$ cat src/rtl/amp_pwr_seq.sv
// ============================================================================
// Module   : amp_pwr_seq
// Brief    : Class-D amplifier power-up / fault-retry / lockout sequencer.
// Revision : 1.0 - initial release
// ============================================================================
`default_nettype none

module amp_pwr_seq #(
  parameter int SHTDWN_CYC = 250000,
  parameter int UNMUTE_SMP = 16,
  parameter int RETRY_CYC  = 2500000,
  parameter int CLEAN_SMP  = 48000,
  parameter int MAX_FLT    = 4
) (
  input  logic       clk,
  input  logic       rst_n,
  input  logic       Flt_n,
  input  logic       vld,
  input  logic       clr_lock,
  output logic       sht_dwn,
  output logic       mute,
  output logic [2:0] fault_cnt,
  output logic       lockout
);

  localparam int c_MAX_A   = (SHTDWN_CYC > RETRY_CYC) ? SHTDWN_CYC : RETRY_CYC;
  localparam int c_MAX_CNT = (c_MAX_A > CLEAN_SMP) ? c_MAX_A : CLEAN_SMP;
  localparam int c_CW      = $clog2(c_MAX_CNT + 1);

  localparam logic [c_CW-1:0] c_SHT_LAST = c_CW'(SHTDWN_CYC - 1);
  localparam logic [c_CW-1:0] c_UNM_LAST = c_CW'(UNMUTE_SMP - 1);
  localparam logic [c_CW-1:0] c_RTY_LAST = c_CW'(RETRY_CYC - 1);
  localparam logic [c_CW-1:0] c_CLN_LAST = c_CW'(CLEAN_SMP - 1);

  typedef enum logic [2:0] {
    ST_SHUTDOWN = 3'd0,
    ST_UNMUTE   = 3'd1,
    ST_RUN      = 3'd2,
    ST_FAULT    = 3'd3,
    ST_LOCK     = 3'd4
  } state_t;

  state_t            r_state;
  state_t            w_state_nxt;
  logic [c_CW-1:0]   r_cnt;
  logic [c_CW-1:0]   w_cnt_nxt;
  logic [2:0]        r_fault_cnt;
  logic [2:0]        w_fault_cnt_nxt;
  logic [2:0]        w_fc_inc;
  logic              w_lock_hit;
  logic [1:0]        r_sync;
  logic              w_flt;
  logic              r_sht_dwn;
  logic              r_mute;
  logic              r_lockout;

  // Synchronizer idles at 1 so reset release never looks like a fault.
  always_ff @(posedge clk or negedge rst_n) begin
    if (!rst_n) r_sync <= 2'b11;
    else        r_sync <= {r_sync[0], Flt_n};
  end

  assign w_flt      = ~r_sync[1];
  assign w_fc_inc   = (r_fault_cnt == 3'd7) ? 3'd7 : r_fault_cnt + 3'd1;
  assign w_lock_hit = (32'(w_fc_inc) >= MAX_FLT);

  always_ff @(posedge clk or negedge rst_n) begin
    if (!rst_n) begin
      r_state     <= ST_SHUTDOWN;
      r_cnt       <= '0;
      r_fault_cnt <= 3'd0;
      r_sht_dwn   <= 1'b1;
      r_mute      <= 1'b1;
      r_lockout   <= 1'b0;
    end else begin
      r_state     <= w_state_nxt;
      r_cnt       <= w_cnt_nxt;
      r_fault_cnt <= w_fault_cnt_nxt;
      r_sht_dwn   <= (w_state_nxt != ST_UNMUTE) && (w_state_nxt != ST_RUN);
      r_mute      <= (w_state_nxt != ST_RUN);
      r_lockout   <= (w_state_nxt == ST_LOCK);
    end
  end

  // Fault is tested before any terminal count so it always wins a tie.
  always_comb begin
    w_state_nxt     = r_state;
    w_cnt_nxt       = r_cnt;
    w_fault_cnt_nxt = r_fault_cnt;
    case (r_state)
      ST_SHUTDOWN: begin
        if (r_cnt >= c_SHT_LAST) begin
          w_state_nxt = ST_UNMUTE;
          w_cnt_nxt   = '0;
        end else begin
          w_cnt_nxt = r_cnt + c_CW'(1);
        end
      end
      ST_UNMUTE, ST_RUN: begin
        if (w_flt) begin
          w_fault_cnt_nxt = w_fc_inc;
          w_state_nxt     = w_lock_hit ? ST_LOCK : ST_FAULT;
          w_cnt_nxt       = '0;
        end else if (vld) begin
          if (r_state == ST_UNMUTE && r_cnt >= c_UNM_LAST) begin
            w_state_nxt = ST_RUN;
            w_cnt_nxt   = '0;
          end else if (r_state == ST_RUN && r_cnt >= c_CLN_LAST) begin
            w_fault_cnt_nxt = 3'd0;
            w_cnt_nxt       = '0;
          end else begin
            w_cnt_nxt = r_cnt + c_CW'(1);
          end
        end
      end
      ST_FAULT: begin
        // Counter parks at the retry threshold while the fault persists.
        if (r_cnt >= c_RTY_LAST) begin
          if (!w_flt) begin
            w_state_nxt = ST_SHUTDOWN;
            w_cnt_nxt   = '0;
          end
        end else begin
          w_cnt_nxt = r_cnt + c_CW'(1);
        end
      end
      ST_LOCK: begin
        if (clr_lock) begin
          w_state_nxt     = ST_SHUTDOWN;
          w_cnt_nxt       = '0;
          w_fault_cnt_nxt = 3'd0;
        end
      end
      default: begin
        w_state_nxt = ST_SHUTDOWN;
        w_cnt_nxt   = '0;
      end
    endcase
  end

  assign sht_dwn   = r_sht_dwn;
  assign mute      = r_mute;
  assign fault_cnt = r_fault_cnt;
  assign lockout   = r_lockout;

endmodule

`default_nettype wire

$ cat config.mk
export PLATFORM = sky130hd
export DESIGN_NAME = amp_pwr_seq
export DESIGN_NICKNAME = d
export VERILOG_FILES = /design/src/rtl/amp_pwr_seq.sv
export SDC_FILE = /design/constraint.sdc
export NUM_CORES = 1
export LEC_CHECK = 0
export ABC_AREA = 1
export CAP_MARGIN = 20
export CORE_MARGIN = 3
export CORE_UTILIZATION = 46
export CTS_CLUSTER_DIAMETER = 120
export CTS_CLUSTER_SIZE = 40
export DETAILED_ROUTE_END_ITERATION = 6
export HOLD_SLACK_MARGIN = 0.05
export SYNTH_ARGS = -nofsm -noshare
export SYNTH_HDL_FRONTEND = slang
export SYNTH_SLANG_ARGS = --single-unit
$ cat constraint.sdc
create_clock -name clk -period 2.85 [get_ports clk]
set_input_delay 0.57 -clock clk [delete_from_list [all_inputs] [get_ports clk]]
set_output_delay 0.57 -clock clk [all_outputs]
set_load 0.02 [all_outputs]
==> flow_summary.toml <==
[status]
status = "finished clean"

[logic_synthesis]
syn-num-nets = 354
syn_area_per_cell_sq_um = 7.002
synthDistinctLibCells = 33
synthCells = 347
synth-seq-cells = 33
yosys_warnings = 0
synth-seq-area-share_pct = 34.19
synth_area_sq_um = 2430

[clocking]
numClockSinks = 33
clk_pin_slew_ns = 0.07
ctsRootBufferMaster = "clkbuf_8"
htreeDepth = 2
cts_tree = "built"
clock_latency_ns = 0.28
ctsResizeCount = 0
numCtsBuffers = 5
clk_path_buf_depth = 2
cts_hold_buffers = 0
cts_setup_buffers = 0

[timing]
timing.final.crit_share_pct = 70.89
setup_violations = 0
hold_ws_ns = 0.3527
hold_viol = 0
period_minus_slack_ns = 2.020
rsz0062_at_grt = "no"
relSlewSlack_pct = 48.70
tightest_slew_ns = 0.7696
fmax_mhz = 495.0
worst_slack_ns = 0.8298
clock_skew_ns = 0.002489
slew_violations = 0
tns_ns = 0

[floorplan]
dieArea_sq_um = 6191
die_w_microns = 78.68
floorplan.initialDensity_pct = 49.48
rows = 25
pin_count = 11
coreArea_sq_um = 4911
dieHeight_microns = 78.68

[drt]
first_pass_iters = 4
viasPerCell = 5.024
dr.first_iter.drc_count = 138
wirelength_mm = 5.742
routedWlPerCell_microns = 13.54
postRouteAntennaNets = 0
drc = 0
num_vias = 2130

[worst_setup_path]
path_delay_family = "simple AND/OR/NAND/NOR gates"
endpoint_kind = "flop"
crit_chain = "ha_1 -> nand4_1 -> nand2_1 -> nand3_2 -> nand3_4 -> nand3_4 -> nand2_2 -> inv_4 -> nand3_1 -> nand2_1"
arrival_ns = 2.20
ff2ff_path_depth = 10
r2r_start = "r_cnt[0]$_DFFE_PN0P_"
r2r_slack_ns = 0.83
r2r_end = "r_cnt[15]$_DFFE_PN0P_"
critPathRequiredTime_ns = 3.03
slowest_delay_ns = 0.41
path_buf_inv = 1
startpoint_type = "flop"
cpMaxStageDelayCell = "dfrtp_1"
crit_type = "reg -> reg"
path_max_fanout = 20

[layout]
drive_gt1_share_pct = 15.41
nets = 363
area_growth_pct = 9.578
n_antenna_cell = 0
most-common-layout-cells = "nand2_1, nor2_1, inv_1, dfrtp_1, nand3_1"
final_common_cell = "nand2_1"
fin_cells = 424

[flow_run]
drv_cap = 0

[place]
placedCellCount = 416
place_ws_ns = 0.7722
io_buffers = 10
hpwlAfterDp_mm = 4.212
gp_congestion = 0.8705

[power_and_ir_drop]
power_uw = 952.8
ir_drop_v = 0.0002402
power_density_nw_per_um2 = 357.9
power_leakage_uw = 0.001368

[global_route]
grt_first_pass_wirelength_mm = 9.915
track_usage_pct = 20.76
grt_pass1_vias = 1978
grt_overflow = 0
grt_max_degree = 34
antenna_found_initial = 0

[hold_path]
hold_path_class = "in -> async"
[cells in the mapped netlist (all sizes together)]
cell / instances / share of area [%]
xnor2: 2 / 0.72
nor2: 52 / 9.9
nor3: 7 / 2.1
nand3: 35 / 11
o211ai: 1 / 0.31
o21ai: 10 / 2.5
nand3b: 1 / 0.31
ha: 2 / 1.0
a21boi: 1 / 0.46
buf: 8 / 2.6
a21oi: 5 / 1.2
nand4: 7 / 2.1
xor2: 13 / 4.7
o21bai: 1 / 0.31
inv: 42 / 6.6
dfrtp: 29 / 30
nand2: 127 / 21
dfstp: 4 / 4.3
[registers in the layout, summed over array words and instances (netlist names)]
name	flops
lockout	1
r_sync	2
r_cnt	22
r_state	3
fault_cnt	3
sht_dwn	1
mute	1
[worst max path at each step]
stage | depth (start not counted) | start | slack, ns | to
floorplan | 11 | r_cnt[0]$_DFFE_PN0P_ | 1.19 | r_cnt[16]$_DFFE_PN0P_
global placement | 9 | vld | 0.82 | r_cnt[15]$_DFFE_PN0P_
detailed placement | 9 | vld | 0.77 | r_cnt[15]$_DFFE_PN0P_
CTS | 10 | r_cnt[0]$_DFFE_PN0P_ | 0.82 | r_cnt[15]$_DFFE_PN0P_
global route | 10 | r_cnt[0]$_DFFE_PN0P_ | 0.66 | r_cnt[15]$_DFFE_PN0P_
finish | 10 | r_cnt[0]$_DFFE_PN0P_ | 0.83 | r_cnt[15]$_DFFE_PN0P_
[layout make-up]
class / count / area, sq um
Tap cell: 67 / 83.83
Fill cell: 508 / 2248
Timing Repair Buffer: 10 / 95.09
Multi-Input combinational cell: 264 / 1376
Clock buffer: 7 / 86.33
Inverter: 42 / 160.2
Sequential cell: 33 / 830.8
Clock inverter: 1 / 30.03
[layer usage]
layer	vias up	part of all wire [%]	GRT usage (%)
met4	0	0.61	5.944
met5	-	0	0
met1	1000	52	30.21
met2	32	44	31.49
li1	1093	-	-
met3	5	3.6	3.555
[power breakdown]
part	switching, uW	leakage [uW]	internal (uW)
Sequential	1.07	0.000432	471
Clock	178	0.0000585	285
Combinational	12.7	0.000877	5.18
Total	192	0.00137	761
[cells by family after synthesis]
group                      after synthesis  share of synthesized area [%]
xor gates and xnor gates                15                          5.407
AOI/OAI and AO/OA                       18                          4.789
DFF                                     33                          34.19
adders and majority gates                2                          1.030
and+or+nand+nor                        229                          45.42
buffers and inverters                   50                          9.166
[stage by stage]
stage / util (%) / instance area [sq um]
final: 54.22 / 2663
after global routing: 54.22 / 2663
after CTS: 54.22 / 2663
after detailed placement: 51.85 / 2546
after global placement: 51.85 / 2546
after floorplan: - / 2430
Note: power is estimated with default switching activity, not from simulation.
